==> src/rtl/eyeriss_pkg.sv <==
// Shared types for the GLB read streamer: bank codes and streamer FSM states.
package eyeriss_pkg;

    typedef enum logic [1:0] {
        BankNone  = 2'd0,
        BankIfmap = 2'd1,
        BankWght  = 2'd2,
        BankPsum  = 2'd3
    } glb_bank_e;

    typedef enum logic [1:0] {
        StIdle,
        StIssue,
        StDrain,
        StDone
    } rd_state_e;

endpackage

==> src/rtl/glb_stream_fifo.sv <==
// Synchronous first-word-fall-through FIFO; head word is visible while not empty.
module glb_stream_fifo #(
    parameter int unsigned DATA_WIDTH = 32,
    parameter int unsigned DEPTH      = 4,
    parameter int unsigned CNT_W      = $clog2(DEPTH + 1)
) (
    input  logic                  i_clk,
    input  logic                  i_rst,
    input  logic                  i_push,
    input  logic [DATA_WIDTH-1:0] i_data,
    input  logic                  i_pop,
    output logic [DATA_WIDTH-1:0] o_data,
    output logic                  o_empty,
    output logic [CNT_W-1:0]      o_count
);

    localparam int unsigned PtrW = (DEPTH > 1) ? $clog2(DEPTH) : 1;
    localparam logic [PtrW-1:0] LastIdx = PtrW'(DEPTH - 1);

    logic [DATA_WIDTH-1:0] mem_q [DEPTH];
    logic [PtrW-1:0]       wr_ptr_q, rd_ptr_q;
    logic [CNT_W-1:0]      count_q;
    logic                  do_push, do_pop, full;

    assign full    = (count_q == CNT_W'(DEPTH));
    assign o_empty = (count_q == '0);
    assign do_push = i_push && !full;
    assign do_pop  = i_pop && !o_empty;
    assign o_count = count_q;
    // Head is forced to zero when empty so stale storage never shows on the stream.
    assign o_data  = o_empty ? '0 : mem_q[rd_ptr_q];

    // Storage array; contents need no reset because the empty flag masks them.
    always_ff @(posedge i_clk) begin
        if (do_push) begin
            mem_q[wr_ptr_q] <= i_data;
        end
    end

    // Pointers and occupancy; push and pop together leave the count unchanged.
    always_ff @(posedge i_clk) begin
        if (i_rst) begin
            wr_ptr_q <= '0;
            rd_ptr_q <= '0;
            count_q  <= '0;
        end else begin
            if (do_push) begin
                wr_ptr_q <= (wr_ptr_q == LastIdx) ? '0 : wr_ptr_q + PtrW'(1);
            end
            if (do_pop) begin
                rd_ptr_q <= (rd_ptr_q == LastIdx) ? '0 : rd_ptr_q + PtrW'(1);
            end
            if (do_push && !do_pop) begin
                count_q <= count_q + CNT_W'(1);
            end else if (!do_push && do_pop) begin
                count_q <= count_q - CNT_W'(1);
            end
        end
    end

endmodule

==> src/rtl/glb_rd_streamer.sv <==
// Read-side GLB DMA: issues sequential reads under a credit limit, tracks the fixed
// read latency with a flag pipe and streams the returned words out through a FIFO.
module glb_rd_streamer
    import eyeriss_pkg::*;
#(
    parameter int unsigned DATA_WIDTH = 32,
    parameter int unsigned ADDR_WIDTH = 13,
    parameter int unsigned RD_LATENCY = 2,
    parameter int unsigned FIFO_DEPTH = 4
) (
    input  logic                  i_clk,
    input  logic                  i_rst,
    input  logic                  i_start,
    input  logic [1:0]            i_bank_sel,
    input  logic [ADDR_WIDTH-1:0] i_base_addr,
    input  logic [ADDR_WIDTH:0]   i_len,
    output logic                  o_busy,
    output logic                  o_done,
    output logic [1:0]            o_glb_bank_sel,
    output logic                  o_glb_we,
    output logic [ADDR_WIDTH-1:0] o_glb_addr,
    input  logic [DATA_WIDTH-1:0] i_glb_rd,
    output logic [DATA_WIDTH-1:0] o_data,
    output logic                  o_valid,
    input  logic                  i_ready
);

    localparam int unsigned CntW = $clog2(FIFO_DEPTH + 1);
    localparam int unsigned LenW = ADDR_WIDTH + 1;
    localparam logic [CntW:0] Credits = (CntW + 1)'(FIFO_DEPTH);

    rd_state_e             state_q, state_d;
    glb_bank_e             bank_q, bank_d;
    logic [ADDR_WIDTH-1:0] addr_q, addr_d;
    logic [LenW-1:0]       remaining_q, remaining_d;
    logic [RD_LATENCY-1:0] pipe_q;
    logic                  issue, push, pop, fifo_empty, credit_ok;
    logic [CntW-1:0]       fifo_count, inflight;

    // Credit: words in flight plus words buffered must leave room in the FIFO.
    always_comb begin
        inflight = '0;
        for (int i = 0; i < int'(RD_LATENCY); i++) begin
            inflight = inflight + CntW'(pipe_q[i]);
        end
        credit_ok = ({1'b0, inflight} + {1'b0, fifo_count}) < Credits;
    end

    // Next-state logic: job latch, address walk and issue decisions.
    always_comb begin
        state_d     = state_q;
        bank_d      = bank_q;
        addr_d      = addr_q;
        remaining_d = remaining_q;
        issue       = 1'b0;
        unique case (state_q)
            StIdle: begin
                if (i_start) begin
                    bank_d      = glb_bank_e'(i_bank_sel);
                    remaining_d = i_len;
                    if (i_len == '0) begin
                        state_d = StDone;
                    end else begin
                        addr_d  = i_base_addr;
                        state_d = StIssue;
                    end
                end
            end
            StIssue: begin
                if (credit_ok) begin
                    issue       = 1'b1;
                    remaining_d = remaining_q - LenW'(1);
                    // Hold the final address so the bus stops at the last word read.
                    if (remaining_q == LenW'(1)) begin
                        state_d = StDrain;
                    end else begin
                        addr_d = addr_q + ADDR_WIDTH'(1);
                    end
                end
            end
            StDrain: begin
                if (pipe_q == '0 && fifo_empty) begin
                    state_d = StDone;
                end
            end
            StDone: begin
                state_d = StIdle;
            end
            default: state_d = StIdle;
        endcase
    end

    // State, job registers and in-flight flag pipe.
    always_ff @(posedge i_clk) begin
        if (i_rst) begin
            state_q     <= StIdle;
            bank_q      <= BankNone;
            addr_q      <= '0;
            remaining_q <= '0;
            pipe_q      <= '0;
        end else begin
            state_q     <= state_d;
            bank_q      <= bank_d;
            addr_q      <= addr_d;
            remaining_q <= remaining_d;
            pipe_q      <= (pipe_q << 1) | RD_LATENCY'(issue);
        end
    end

    assign push = pipe_q[RD_LATENCY-1];
    assign pop  = o_valid && i_ready;

    glb_stream_fifo #(
        .DATA_WIDTH (DATA_WIDTH),
        .DEPTH      (FIFO_DEPTH),
        .CNT_W      (CntW)
    ) u_fifo (
        .i_clk   (i_clk),
        .i_rst   (i_rst),
        .i_push  (push),
        .i_data  (i_glb_rd),
        .i_pop   (pop),
        .o_data  (o_data),
        .o_empty (fifo_empty),
        .o_count (fifo_count)
    );

    // Bank select stays on the job bank through DRAIN so every capture sees it.
    assign o_busy         = (state_q == StIssue) || (state_q == StDrain);
    assign o_done         = (state_q == StDone);
    assign o_glb_bank_sel = o_busy ? bank_q : 2'd0;
    assign o_glb_we       = 1'b0;
    assign o_glb_addr     = addr_q;
    assign o_valid        = !fifo_empty;

endmodule

==> config.mk <==
export PLATFORM = sky130hd
export DESIGN_NAME = glb_rd_streamer
export DESIGN_NICKNAME = d
export VERILOG_FILES = /design/src/rtl/eyeriss_pkg.sv /design/src/rtl/glb_stream_fifo.sv /design/src/rtl/glb_rd_streamer.sv
export SDC_FILE = /design/constraint.sdc
export NUM_CORES = 1
export LEC_CHECK = 0
export BUFFER_PORTS_ARGS = -buffer_cell sky130_fd_sc_hd__buf_4
export CORE_MARGIN = 1
export CORE_UTILIZATION = 37
export CTS_CLUSTER_SIZE = 40
export DETAILED_ROUTE_END_ITERATION = 12
export GPL_ROUTABILITY_DRIVEN = 0
export PLACE_DENSITY = 0.62
export SYNTH_ARGS = -nofsm -noshare
export SYNTH_HDL_FRONTEND = slang
export SYNTH_SLANG_ARGS = --single-unit
export TNS_END_PERCENT = 100
==> constraint.sdc <==
create_clock -name i_clk -period 2.4 [get_ports i_clk]
set_clock_uncertainty 0.15 [all_clocks]
set_input_delay 0.12 -clock i_clk [delete_from_list [all_inputs] [get_ports i_clk]]
set_output_delay 0.12 -clock i_clk [all_outputs]
set_load 0.05 [all_outputs]
After elaboration in Yosys (flattened, before gate mapping) --
Memories as Yosys holds them, arrays and structs flattened. A register that Yosys moved wholly into a read port is not among the register bits. Cells that the tools add are included.
Storage, ports and cells: register bits after elaboration 40, memory bits (writable) 128, bits of input ports 65, memories 1
Operators by class: magnitude comparators 1, bitwise gates (word level) 1, add/subtract/negate cells 8, equality and inequality tests 13, muxes and demuxes 26, reduce and logical (&&, ||, !) cells 21
Memory list:
- u_fifo.mem_q | depth 4, bits a word 32, rd ports 1, clocked after Yosys merged registers in 1, wr ports 1, RTL line glb_stream_fifo.sv:20 | logic [DATA_WIDTH-1:0] mem_q [DEPTH];
Operators by type and width (count):
- $mux W13 | 4
- $mux W32 | 1
- $mux W14 | 2
- $pmux W14 S2 | 1
- $pmux W13 S2 | 1
- $mux W2 | 10
- $eq A14 B1 Y1 const B | 1
- $logic_not A14 Y1 | 1
- $sub A14 B1 Y14 const B | 1
- $add A13 B1 Y13 const B | 1
- $ne A2 B2 Y1 const B | 6
- $eq A2 B2 Y1 const B | 4
- $pmux W2 S4 | 1
- $logic_and A1 B1 Y1 | 6
- $mux W3 | 2
- $reduce_and A5 Y1 | 1
- $add A2 B1 Y2 const B | 2
- $add A2 B3 Y4 | 1
- $logic_not A1 Y1 | 4
- $logic_not A2 Y1 | 2
- $lt A4 B3 Y1 const B | 1
- $mux W1 | 4
- $reduce_and A4 Y1 | 1
- $reduce_bool A2 Y1 | 2
- other kinds (10) | 10

Depth between registers and ports, before layout --
depth in word-level cells 7, mapped depth 9, depth with buffers taken out 8

Hierarchy --
A second synthesis with hierarchy kept.
Unflattened totals: cells, all modules 535, area, all modules 7578.5 µm²
Modules (own cells, without submodules):
- glb_stream_fifo | instances 1, cells an instance 249, area each 5311.3 µm²
- glb_rd_streamer | instances 1, cells an instance 286, area each 2267.2 µm²

Worst setup path before layout --
OpenSTA, ideal clock, no wires.
path kind register to register, start point register u_fifo.count_q[2], in the netlist u_fifo.o_count[2], end point register u_fifo.count_q[2], in the netlist u_fifo.o_count[2], stages on the path, launching flop included 10, slack 0.020 ns, arrival 2.160 ns, cell sequence dfxtp_1 or3_1 clkbuf_1 nand2_1 ha_1 inv_1 fa_1 xor2_1 or3_1 a21oi_1
On the way: word-level cells in the longest chain between the ends 7, elaborated cells on any way between the ends 16, those cells by class 2 x add/sub; 1 x eq/ne; 2 x mux; 11 x reduce/logical
RTL lines:
- from (decl) | RTL line glb_stream_fifo.sv:22 | logic [CNT_W-1:0] count_q;
- from (signal assigned) | RTL line glb_stream_fifo.sv:54 | count_q <= count_q + CNT_W'(1);
- from (signal assigned) | RTL line glb_stream_fifo.sv:56 | count_q <= count_q - CNT_W'(1);
- branches (longest 7 deep; another with $sub A3 B1 Y3)
Several ways; the timed one is not identified. The select of a mux whose other input is x is not followed. A chain may end at the register's enable or synchronous reset.

Worst setup path in the final report --
Same ends and word-level chain as after synthesis.

==> results.yml <==
power:
  sw_frac_of_total: 0.4148
  power_frac_comb: 0.460
  power.internal_mw: 7.091
  p_total_mw: 12.12
  pwr-share-seq: 0.315
  power_density_nw_per_um2: 1222
  leakagePower_nw: 3.535
  peakVddDrop_uv: 690.0
  switchingPower_mw: 5.027
  p_clk_frac: 0.225
cts:
  cts_tree: "yes"
  root_buffer: "clkbuf_16"
  clk_latency_ns: 0.42
  cts-htree-levels: 4
  cts_buffers: 17
  cts.sinks: 170
  cts_buffer_depth: 2
  clk_pin_slew_ns: 0.07
routing:
  wl_per_cell_um: 16.66
  avgViaCountPerCell: 5.202
  wirelength_um: 16460
  dr_total_vias: 5140
  dr.pass1.iters: 4
  drtAntennaViolNets: 0
  drc: 0
  drt_iter0_drc: 318
floorplanning:
  rows: 51
  die_area_um2: 20610
  die_h_um: 143.6
  core-area_um2: 19530
  io_pins: 116
  start_util: 0.3798
  die_w_um: 143.6
setup_path:
  critPathCaptureType: "flop"
  criticalPathCategory: "flop to flop"
  arrival_ns: 2.50
  regToRegEndpoint: "u_fifo.o_count[2]"
  start_kind: "flop"
  crit_fanout: 4
  crit_path_frequent_cell: "or3_1"
  cp_cell_sequence: "or3_1 -> nand2_2 -> ha_1 -> inv_1 -> fa_1 -> xor2_1 -> or3_1 -> a21oi_1"
  slowest_delay_ns: 0.40
  critPathSlowestCell: "or3_1"
  reg2regPathDepth: 8
  reg2reg_slack_ns: 0.1
  worstPathRequired_ns: 2.59
  regToRegStartpoint: "u_fifo.o_count[2]"
logic_synthesis:
  synth.top_cells.by_count: "edfxtp_1 (128), dfxtp_1 (42), and2_1 (39)"
  syn_area_um2: 7416
  syn_inst: 526
  synthFlopType: "edfxtp_1"
  synth_seq_area_share: 0.6317
  yosysUniqueCellTypes: 64
  avgSynthCellArea_um2: 14.10
  synth_edf_count: 128
  yosysMostFrequentCell: "edfxtp_1"
  ys_seq_elements: 170
  synthesis.nets: 607
  yosys.area.top_type_share: 0.5183
  synth_top_area_cell: "edfxtp_1"
  synth_warnings: 0
  async_flop_share: 0
  yosys-top-cells-area: "edfxtp_1 (52%), dfxtp_1 (11%), mux4_2 (9.7%)"
final_layout:
  final_util: 0.5077
  antenna_cells: 0
  area_growth_pct: 33.68
  nets: 791
  drive_above_1_share: 0.3001
global_routing:
  antenna_found_initial: 0
  grt_pass1_wl_um: 26170
  grt_max_degree: 41
  grt_usage: 0.1657
  grt_remaining_overflow: 0
  grt_pass1_vias: 5229
sta:
  final-setup-viol-count: 0
  hold_violations: 0
  whs_ns: 0.01391
  final.setup.worst_slack_ns: 0.09607
  clock.fmax_ghz: 0.4340
  slew_violations: 0
  layout_min_cycle_time_ns: 2.304
  final.period_utilization: 0.9600
placed_design:
  port_buffers: 114
  dpl_worst_slack_ns: 0.09093
  hpwl_um: 10630
hold_path:
  holdCritPathClass: "primary input to flop"
  holdPathEnd: "o_glb_addr[12]"
  min-delay-start: "i_base_addr[12]"
  hold_depth: 4
outcome:
  outcome: "completed"
job:
  maxCapViolCount: 0
## worst max-delay path by stage
| stage | start | depth (start not counted) | slack, ns | to |
|---|---|---|---|---|
| 2_1_floorplan | u_fifo.o_count[2] | 9 | 0.02 | u_fifo.o_count[2] |
| 3_3_place_gp | u_fifo.o_count[2] | 8 | 0.17 | u_fifo.o_count[2] |
| 3_5_place_dp | u_fifo.o_count[2] | 8 | 0.09 | u_fifo.o_count[2] |
| 4_1_cts | state_q[0] | 6 | 0.04 | bank_q[1] |
| 5_1_grt | state_q[1] | 8 | -0.03 | o_glb_addr[6] |
| 6_report | u_fifo.o_count[2] | 8 | 0.1 | u_fifo.o_count[2] |
## area by class of cell
cell class	instances	area [um^2]
well taps	265	331.6
repair buffers	194	1674
flip-flops and latches	170	4687
inverters	9	33.78
clock inverters	15	161.4
multi-input cells	318	2600
clock buffers	17	425.4
fillers	1677	9613
## power groups by stage
| stage | sequential, mW | clock [mW] | combinational, mW |
|---|---|---|---|
| 5_1_grt | 3.86 | 2.90 | 6.00 |
| 3_3_place_gp | 3.85 | 0 | 5.36 |
| 4_1_cts | 3.81 | 2.79 | 5.55 |
| 6_report | 3.82 | 2.72 | 5.58 |
| 3_5_place_dp | 3.87 | 0 | 5.45 |
| 2_1_floorplan | 4.08 | 0 | 3.67 |
## cell families (layout without fill, tap and decap cells)
group                      Yosys count  after routing  synth area share
AOI/OAI and AO/OA                  104            104           0.09263
xor gates and xnor gates             2              2          0.002363
adders and majority gates           16             16           0.02801
buffers and inverters               38            235           0.02193
DFF                                170            170            0.6317
muxes                               37             37            0.1039
other                                1              1         0.0005057
and+or+nand+nor                    158            158            0.1189
## per-stage QoR
step	TNS [ns]	instances	cell area [um^2]
after floorplan	0	526	7416
after global placement	0	894	8680
after detailed placement	0	894	8680
after CTS	0	988	9887
after global routing	-0.02803	988	9913
final	0	988	9913
## per-layer routing
metal,vias to the layer above,global-route usage,part of all wire
li1,2411,-,-
met1,2536,0.2024,0.43
met2,180,0.2877,0.50
met3,13,0.04099,0.060
met4,0,0.05095,0.0091
met5,-,0,0
## critical path, delay by kind of cell (launching register included)
kind	cells	cell delay, ns
compound gates	1	0.14
buf+inv	1	0.06
fa+ha+maj	2	0.55
flops	1	0.31
xor+xnor	1	0.18
simple gates	3	0.83
## what timing repair did
action                                 CTS  global route
endpoints found under the hold margin  163             0
resized for setup                        0             6
setup endpoints to repair                0             6
hold buffers                            62             0
buffers inserted                         0             0
## cells in the final DEF, fill, tap and decap left out, types with 3 or more instances in the layout
| cell | count |
|---|---|
| nand2_1 | 23 |
| o21ai_1 | 4 |
| nor4_1 | 8 |
| clkinvlp_4 | 3 |
| dlygate4sd3_1 | 62 |
| a211oi_1 | 6 |
| nor3b_1 | 4 |
| nand2b_1 | 3 |
| o21ai_0 | 16 |
| and4_1 | 4 |
| a21oi_1 | 37 |
| o31ai_1 | 3 |
| nor2b_1 | 12 |
| nor3_1 | 11 |
| inv_1 | 9 |
| inv_6 | 7 |
| o32ai_1 | 4 |
| or3_1 | 3 |
| edfxtp_1 | 128 |
| dfxtp_1 | 40 |
| buf_4 | 127 |
| ha_1 | 13 |
| nor2_1 | 25 |
| mux2i_1 | 5 |
| and2_1 | 35 |
| mux4_2 | 32 |
| and2_2 | 4 |
| a22oi_1 | 3 |
| clkbuf_16 | 17 |
| nand3_1 | 12 |
| buf_12 | 5 |
## flip-flops by register name (all words and copies together), names as in the netlist, named ones only
name             count
u_fifo.mem_q       128
remaining_q         14
o_glb_addr          13
u_fifo.o_count       3
bank_q               2
pipe_q               2
state_q              2
u_fifo.rd_ptr_q      2
u_fifo.wr_ptr_q      2
Note: power is estimated with default switching activity, not from simulation.
